### config.mk
export PLATFORM = sky130hd
export DESIGN_NAME = wb_ctrl_pipe_flat
export DESIGN_NICKNAME = d
export VERILOG_FILES = /design/src/rtl/wb_ctrl_pipe_if.sv /design/src/rtl/wb_ctrl_pipe.sv /design/src/flat_wrapper.sv
export SDC_FILE = /design/constraint.sdc
export NUM_CORES = 1
export LEC_CHECK = 0
export CORE_ASPECT_RATIO = 0.9
export CORE_UTILIZATION = 30
export DETAILED_ROUTE_END_ITERATION = 12
export PLACE_DENSITY = 0.81
export SYNTH_ARGS = -nofsm -noshare
export SYNTH_HDL_FRONTEND = slang
export SYNTH_SLANG_ARGS = --single-unit
### constraint.sdc
create_clock -name clock -period 1.5 [get_ports clock]
set_input_delay 0.3 -clock clock [delete_from_list [all_inputs] [get_ports clock]]
set_output_delay 0.3 -clock clock [all_outputs]
set_load 0.02 [all_outputs]
### src/rtl/wb_ctrl_pipe_if.sv
// -----------------------------------------------------------------------------
// wb_ctrl_pipe_if
//   Bundles the MEM->WB instruction handshake, the HALT resume input, the
//   decoded write-back controls and the performance counters of wb_ctrl_pipe.
//
//   Parameters: OPC_W (opcode width), RA_W (register address width),
//               CNT_W (performance counter width).
//   Modports:
//     slave  - the write-back controller (wb_ctrl_pipe)
//     master - the upstream pipeline / bench driving instructions
//   Signals:
//     in_valid, in_opcode, in_rd, in_ready : instruction handshake
//     resume                               : leave HALT
//     rf_write, reg_in, regw_sel, ir4_load,
//     wr_addr, fwd_valid, stop, halted     : decoded write-back controls
//     cyc_cnt, ret_cnt                     : performance counters
// -----------------------------------------------------------------------------
interface wb_ctrl_pipe_if #(
    parameter int OPC_W = 4,
    parameter int RA_W  = 3,
    parameter int CNT_W = 32
);
    logic             in_valid;
    logic [OPC_W-1:0] in_opcode;
    logic [RA_W-1:0]  in_rd;
    logic             in_ready;
    logic             resume;
    logic             rf_write;
    logic             reg_in;
    logic             regw_sel;
    logic             ir4_load;
    logic [RA_W-1:0]  wr_addr;
    logic             fwd_valid;
    logic             stop;
    logic             halted;
    logic [CNT_W-1:0] cyc_cnt;
    logic [CNT_W-1:0] ret_cnt;

    modport slave (
        input  in_valid, in_opcode, in_rd, resume,
        output in_ready, rf_write, reg_in, regw_sel, ir4_load, wr_addr,
               fwd_valid, stop, halted, cyc_cnt, ret_cnt
    );

    modport master (
        output in_valid, in_opcode, in_rd, resume,
        input  in_ready, rf_write, reg_in, regw_sel, ir4_load, wr_addr,
               fwd_valid, stop, halted, cyc_cnt, ret_cnt
    );
endinterface

### src/rtl/wb_ctrl_pipe.sv
// -----------------------------------------------------------------------------
// wb_ctrl_pipe
//   Write-back stage controller. Captures one instruction per accepted
//   transfer into the WB register and decodes register-file write controls
//   from it one cycle later. A STOP instruction parks the block in HALT
//   until resume is asserted.
//
//   Ports:
//     clock - sole clock, rising edge
//     reset - synchronous, active-high
//     bus   - wb_ctrl_pipe_if.slave (handshake, resume, decode outputs,
//             performance counters)
//
//   Build option: define WB_PERF_CNT_EN to build the saturating cycle and
//   retired-instruction counters; otherwise cyc_cnt/ret_cnt are tied to 0.
// -----------------------------------------------------------------------------
module wb_ctrl_pipe #(
    parameter int OPC_W   = 4,
    parameter int RA_W    = 3,
    parameter int ORI_REG = 1,
    parameter int CNT_W   = 32
) (
    input  logic            clock,
    input  logic            reset,
    wb_ctrl_pipe_if.slave   bus
);

    localparam logic [0:0] ST_RUN  = 1'b0;
    localparam logic [0:0] ST_HALT = 1'b1;
    localparam logic [3:0] OP_STOP = 4'd1;

    logic [0:0]      state_q, state_d;
    logic            wb_valid_q, wb_valid_d;
    logic [3:0]      wb_op_q, wb_op_d;
    logic [RA_W-1:0] wb_rd_q, wb_rd_d;
    logic [3:0]      in_op;
    logic            xfer;

    // Decode only looks at the low four opcode bits.
    logic unused_opc;
    assign unused_opc = ^bus.in_opcode;

    assign in_op        = bus.in_opcode[3:0];
    assign bus.in_ready = (state_q == ST_RUN);
    assign bus.halted   = (state_q == ST_HALT);
    assign xfer         = bus.in_valid && (state_q == ST_RUN);

    always_comb begin
        state_d    = state_q;
        wb_valid_d = xfer;
        wb_op_d    = wb_op_q;
        wb_rd_d    = wb_rd_q;
        if (xfer) begin
            wb_op_d = in_op;
            wb_rd_d = bus.in_rd;
        end
        case (state_q)
            ST_RUN:  if (xfer && in_op == OP_STOP) state_d = ST_HALT;
            // in_valid is ignored here, so resume+in_valid only returns to RUN.
            ST_HALT: if (bus.resume) state_d = ST_RUN;
            default: state_d = ST_RUN;
        endcase
    end

    always_ff @(posedge clock) begin
        if (reset) begin
            state_q    <= ST_RUN;
            wb_valid_q <= 1'b0;
        end else begin
            state_q    <= state_d;
            wb_valid_q <= wb_valid_d;
        end
    end

    // WB payload needs no reset: every use is qualified by wb_valid_q.
    always_ff @(posedge clock) begin
        wb_op_q <= wb_op_d;
        wb_rd_q <= wb_rd_d;
    end

    // ---- decode from WB register ----
    logic rf_write, reg_in, regw_sel, ir4_load, stop_o;

    always_comb begin
        rf_write = 1'b0;
        reg_in   = 1'b1;
        regw_sel = 1'b0;
        ir4_load = 1'b0;
        stop_o   = 1'b0;
        if (wb_valid_q) begin
            if (wb_op_q[2:0] == 3'd3) begin                    // shift
                rf_write = 1'b1; ir4_load = 1'b1; reg_in = 1'b0;
            end else if (wb_op_q[2:0] == 3'd7) begin           // ori
                rf_write = 1'b1; ir4_load = 1'b1; reg_in = 1'b0; regw_sel = 1'b1;
            end else if (wb_op_q == 4'd4 || wb_op_q == 4'd6 || wb_op_q == 4'd8) begin
                rf_write = 1'b1; ir4_load = 1'b1; reg_in = 1'b0;
            end else if (wb_op_q == 4'd0) begin                // load
                rf_write = 1'b1; ir4_load = 1'b1; reg_in = 1'b1;
            end else if (wb_op_q == OP_STOP) begin
                stop_o = 1'b1;
            end else begin
                ir4_load = 1'b1; reg_in = 1'b0;
            end
        end
    end

    assign bus.rf_write  = rf_write;
    assign bus.reg_in    = reg_in;
    assign bus.regw_sel  = regw_sel;
    assign bus.ir4_load  = ir4_load;
    assign bus.stop      = stop_o;
    assign bus.fwd_valid = rf_write;
    assign bus.wr_addr   = regw_sel ? RA_W'(ORI_REG) : wb_rd_q;

`ifdef WB_PERF_CNT_EN
    logic             started_q, started_d;
    logic [CNT_W-1:0] cyc_q, cyc_d, ret_q, ret_d;

    // The transfer that sets started is already counted as a cycle.
    always_comb begin
        started_d = started_q | xfer;
        cyc_d     = cyc_q;
        ret_d     = ret_q;
        if ((started_q || xfer) && state_q == ST_RUN && cyc_q != {CNT_W{1'b1}})
            cyc_d = cyc_q + CNT_W'(1);
        if (wb_valid_q && wb_op_q != OP_STOP && ret_q != {CNT_W{1'b1}})
            ret_d = ret_q + CNT_W'(1);
    end

    always_ff @(posedge clock) begin
        if (reset) begin
            started_q <= 1'b0;
            cyc_q     <= '0;
            ret_q     <= '0;
        end else begin
            started_q <= started_d;
            cyc_q     <= cyc_d;
            ret_q     <= ret_d;
        end
    end

    assign bus.cyc_cnt = cyc_q;
    assign bus.ret_cnt = ret_q;
`else
    assign bus.cyc_cnt = {CNT_W{1'b0}};
    assign bus.ret_cnt = {CNT_W{1'b0}};
`endif

endmodule

### src/flat_wrapper.sv
// flat-port wrapper written by rule: the top's interface ports become plain ports
module wb_ctrl_pipe_flat 
#(
    parameter int OPC_W   = 4,
    parameter int RA_W    = 3,
    parameter int ORI_REG = 1,
    parameter int CNT_W   = 32
)
  (clock, reset, bus_in_valid, bus_in_opcode, bus_in_rd, bus_resume, bus_in_ready, bus_rf_write, bus_reg_in, bus_regw_sel, bus_ir4_load, bus_wr_addr, bus_fwd_valid, bus_stop, bus_halted, bus_cyc_cnt, bus_ret_cnt);
  wb_ctrl_pipe_if #(.OPC_W(OPC_W), .RA_W(RA_W), .CNT_W(CNT_W)) bus_i ();
  input  logic clock;
  input  logic reset;
  input wire logic [$bits(bus_i.in_valid)-1:0] bus_in_valid;
  input wire logic [$bits(bus_i.in_opcode)-1:0] bus_in_opcode;
  input wire logic [$bits(bus_i.in_rd)-1:0] bus_in_rd;
  input wire logic [$bits(bus_i.resume)-1:0] bus_resume;
  output wire logic [$bits(bus_i.in_ready)-1:0] bus_in_ready;
  output wire logic [$bits(bus_i.rf_write)-1:0] bus_rf_write;
  output wire logic [$bits(bus_i.reg_in)-1:0] bus_reg_in;
  output wire logic [$bits(bus_i.regw_sel)-1:0] bus_regw_sel;
  output wire logic [$bits(bus_i.ir4_load)-1:0] bus_ir4_load;
  output wire logic [$bits(bus_i.wr_addr)-1:0] bus_wr_addr;
  output wire logic [$bits(bus_i.fwd_valid)-1:0] bus_fwd_valid;
  output wire logic [$bits(bus_i.stop)-1:0] bus_stop;
  output wire logic [$bits(bus_i.halted)-1:0] bus_halted;
  output wire logic [$bits(bus_i.cyc_cnt)-1:0] bus_cyc_cnt;
  output wire logic [$bits(bus_i.ret_cnt)-1:0] bus_ret_cnt;
  assign bus_i.in_valid = bus_in_valid;
  assign bus_i.in_opcode = bus_in_opcode;
  assign bus_i.in_rd = bus_in_rd;
  assign bus_i.resume = bus_resume;
  assign bus_in_ready = bus_i.in_ready;
  assign bus_rf_write = bus_i.rf_write;
  assign bus_reg_in = bus_i.reg_in;
  assign bus_regw_sel = bus_i.regw_sel;
  assign bus_ir4_load = bus_i.ir4_load;
  assign bus_wr_addr = bus_i.wr_addr;
  assign bus_fwd_valid = bus_i.fwd_valid;
  assign bus_stop = bus_i.stop;
  assign bus_halted = bus_i.halted;
  assign bus_cyc_cnt = bus_i.cyc_cnt;
  assign bus_ret_cnt = bus_i.ret_cnt;
  wb_ctrl_pipe #(.OPC_W(OPC_W), .RA_W(RA_W), .ORI_REG(ORI_REG), .CNT_W(CNT_W)) u_core (.clock(clock), .reset(reset), .bus(bus_i));
endmodule
==> flow_summary.toml <==
[status]
violations = "negative setup slack"
outcome = "finished, violations left"

[cts]
cts_max_level = 1
clockBufferDepth = 2
clkLatencyLatePin_ns = 0.25
holdBufCountCts = 0
cts_buffers = 3
cts_tree = "yes"
cts.clk_slew.worst_paths_ns = 0.05
cts_root_buffer = "clkbuf_4"
cts.sinks = 9

[cells_and_area]
drive_above_1_share = 0.182
antenna_cells = 0
stdcell_count = 161
layout.nets = 133
multi_input_area_um2 = 369
nFillCells = 299
final-seq-area_um2 = 250
syn_to_final_growth_pct = 7.71

[place]
port_buffers = 21
numPlacedInstances = 154
dpl.hpwl_um = 872
place_ws_ns = -0.215
gp_congestion = 0.587

[drt]
wl_per_cell_um = 5.94
totalWireLength_um = 957
drtAntennaViolNets = 0
drc = 0
route.vias.total = 452
dr.pass1.iters = 3
drtIter0Drc = 1
via_per_inst = 2.81

[hold_path]
min_path_type = "register to register"

[timing]
setup_viol_count_final = 3
finalMaxSlewViolations = 0
rsz0062_at_grt = "yes"
skew_ns = 0.00169
worst_slack_ns = -0.0121
final.period_utilization = 1.01
fmax_mhz = 661
hold_viol = 0
period_minus_slack_ns = 1.51

[power_and_ir_drop]
power.density_nw_per_um2 = 750
p_leak_nw = 0.504
vdd_drop_max_uv = 445

[floorplan]
core_area_um2 = 2750
die_x_um = 59.0
io_pins = 86
die_h_um = 53.3
placementRows = 18
fp.dieArea_um2 = 3140
initial_core_util = 0.319

[synth]
synth_warnings = 0
syn_area_um2 = 876
syn_inst = 93
synth.avg_cell_area_um2 = 9.42
ys_seq_area_frac = 0.286
synth_common_cells = "65 x buf_4, 7 x edfxtp_1, 3 x nand2b_1"
synthTopCellsByArea = "buf_4 56%, edfxtp_1 24%, dfxtp_1 4.6%"
yosysTopAreaCellShare = 0.557
synth_ff_type = "edfxtp_1"
synth_area_leader_cell = "buf_4"
ys_types = 18
synth-edff-count = 7
synthArstFlopShare = 0
synth.most_common_cell = "buf_4"
ys_ff_latch = 9

[critical_path]
worstPathArrival_ns = 1.21
worstSetupPathType = "register to primary output"
startpoint_type = "register"
required_ns = 1.20
crit_path_end_kind = "primary output"
path_max_fanout = 3

[run]
maxCapViolCount = 0

[global_routing]
grt_usage = 0.0528
grt_start_max_net_pins = 8
overflow = 0
grt_pass1_wl_mm = 1.17
antenna_found_initial = 0
first_global_vias = 272
## stage by stage
step,utilization,hold WS (ns),TNS (ns),cell area (um2),total power (W)
CTS,0.331,0.523,-0.0961,908,0.000702
finish,0.343,0.518,-0.0243,943,0.000707
global placement,0.327,0.509,-1.23,900,0.000529
global route,0.343,0.552,-0.276,943,0.000744
detailed placement,0.327,0.522,-1.31,900,0.000530
floorplan,-,0.377,0,1110,0.000600
## critical path, cell delays in order, from the launching register on
cell	delay [ns]
edfxtp_1	0.43
mux2i_1	0.15
o211a_1	0.24
buf_6	0.14
## cell usage in the layout (no fill, tap or decap), types with 2 or more instances in the layout
master	instances
conb_1	64
clkdlybuf4s50_1	10
edfxtp_1	7
buf_6	6
buf_4	6
nand2b_1	3
clkbuf_4	3
and2_4	2
dlygate4sd2_1	2
buf_2	2
dfxtp_1	2
## repair_timing
item / CTS / global route
cloned: 0 / 0
pin swaps: 2 / 3
resized for setup: 44 / 11
setup endpoints to repair: 11 / 8
buffers inserted: 2 / 1
## state kept, by name (all words and copies together), names as in the netlist
signal,cells
u_core.wb_valid_q,1
u_core.wb_op_q,4
u_core.wb_rd_q,3
u_core.bus.halted,1
## layer usage
layer	global-route usage	vias up	wire, um
li1	-	225	-
met1	0.0608	186	319
met2	0.0852	39	501
met3	0.0147	2	116
met4	0.0357	0	19
met5	0	-	0
## worst paths after layout
path	from	to	slack [ns]	depth (start not counted)
worst max-delay path	u_core.wb_op_q[2]	bus_fwd_valid	-0.01	3
worst min-delay path	u_core.bus.halted	u_core.wb_valid_q	0.52	1
worst min register to register	u_core.bus.halted	u_core.wb_valid_q	0.52	1
worst max register to register	u_core.bus.halted	u_core.wb_op_q[0]	0.59	2
## report_power, final
| part | switching (W) | internal (W) |
|---|---|---|
| combinational | 0.000180 | 0.0000610 |
| clock | 0.0000725 | 0.000102 |
| sequential | 0.00000805 | 0.000284 |
| total | 0.000261 | 0.000446 |
## cell families after synthesis
group	Yosys count	synth area share
flops	9	0.286
other cells	1	0.00428
simple gates	12	0.104
mux	1	0.0114
buf+inv	67	0.566
compound gates	3	0.0286
## layout make-up
cell class,count,area share
Timing Repair Buffer,26,0.255
Multi-Input combinational cell,80,0.391
Sequential cell,9,0.265
Clock buffer,4,0.0279
Tap cell,40,0.0531
Inverter,2,0.00796
(Power assumes the default switching activity.)
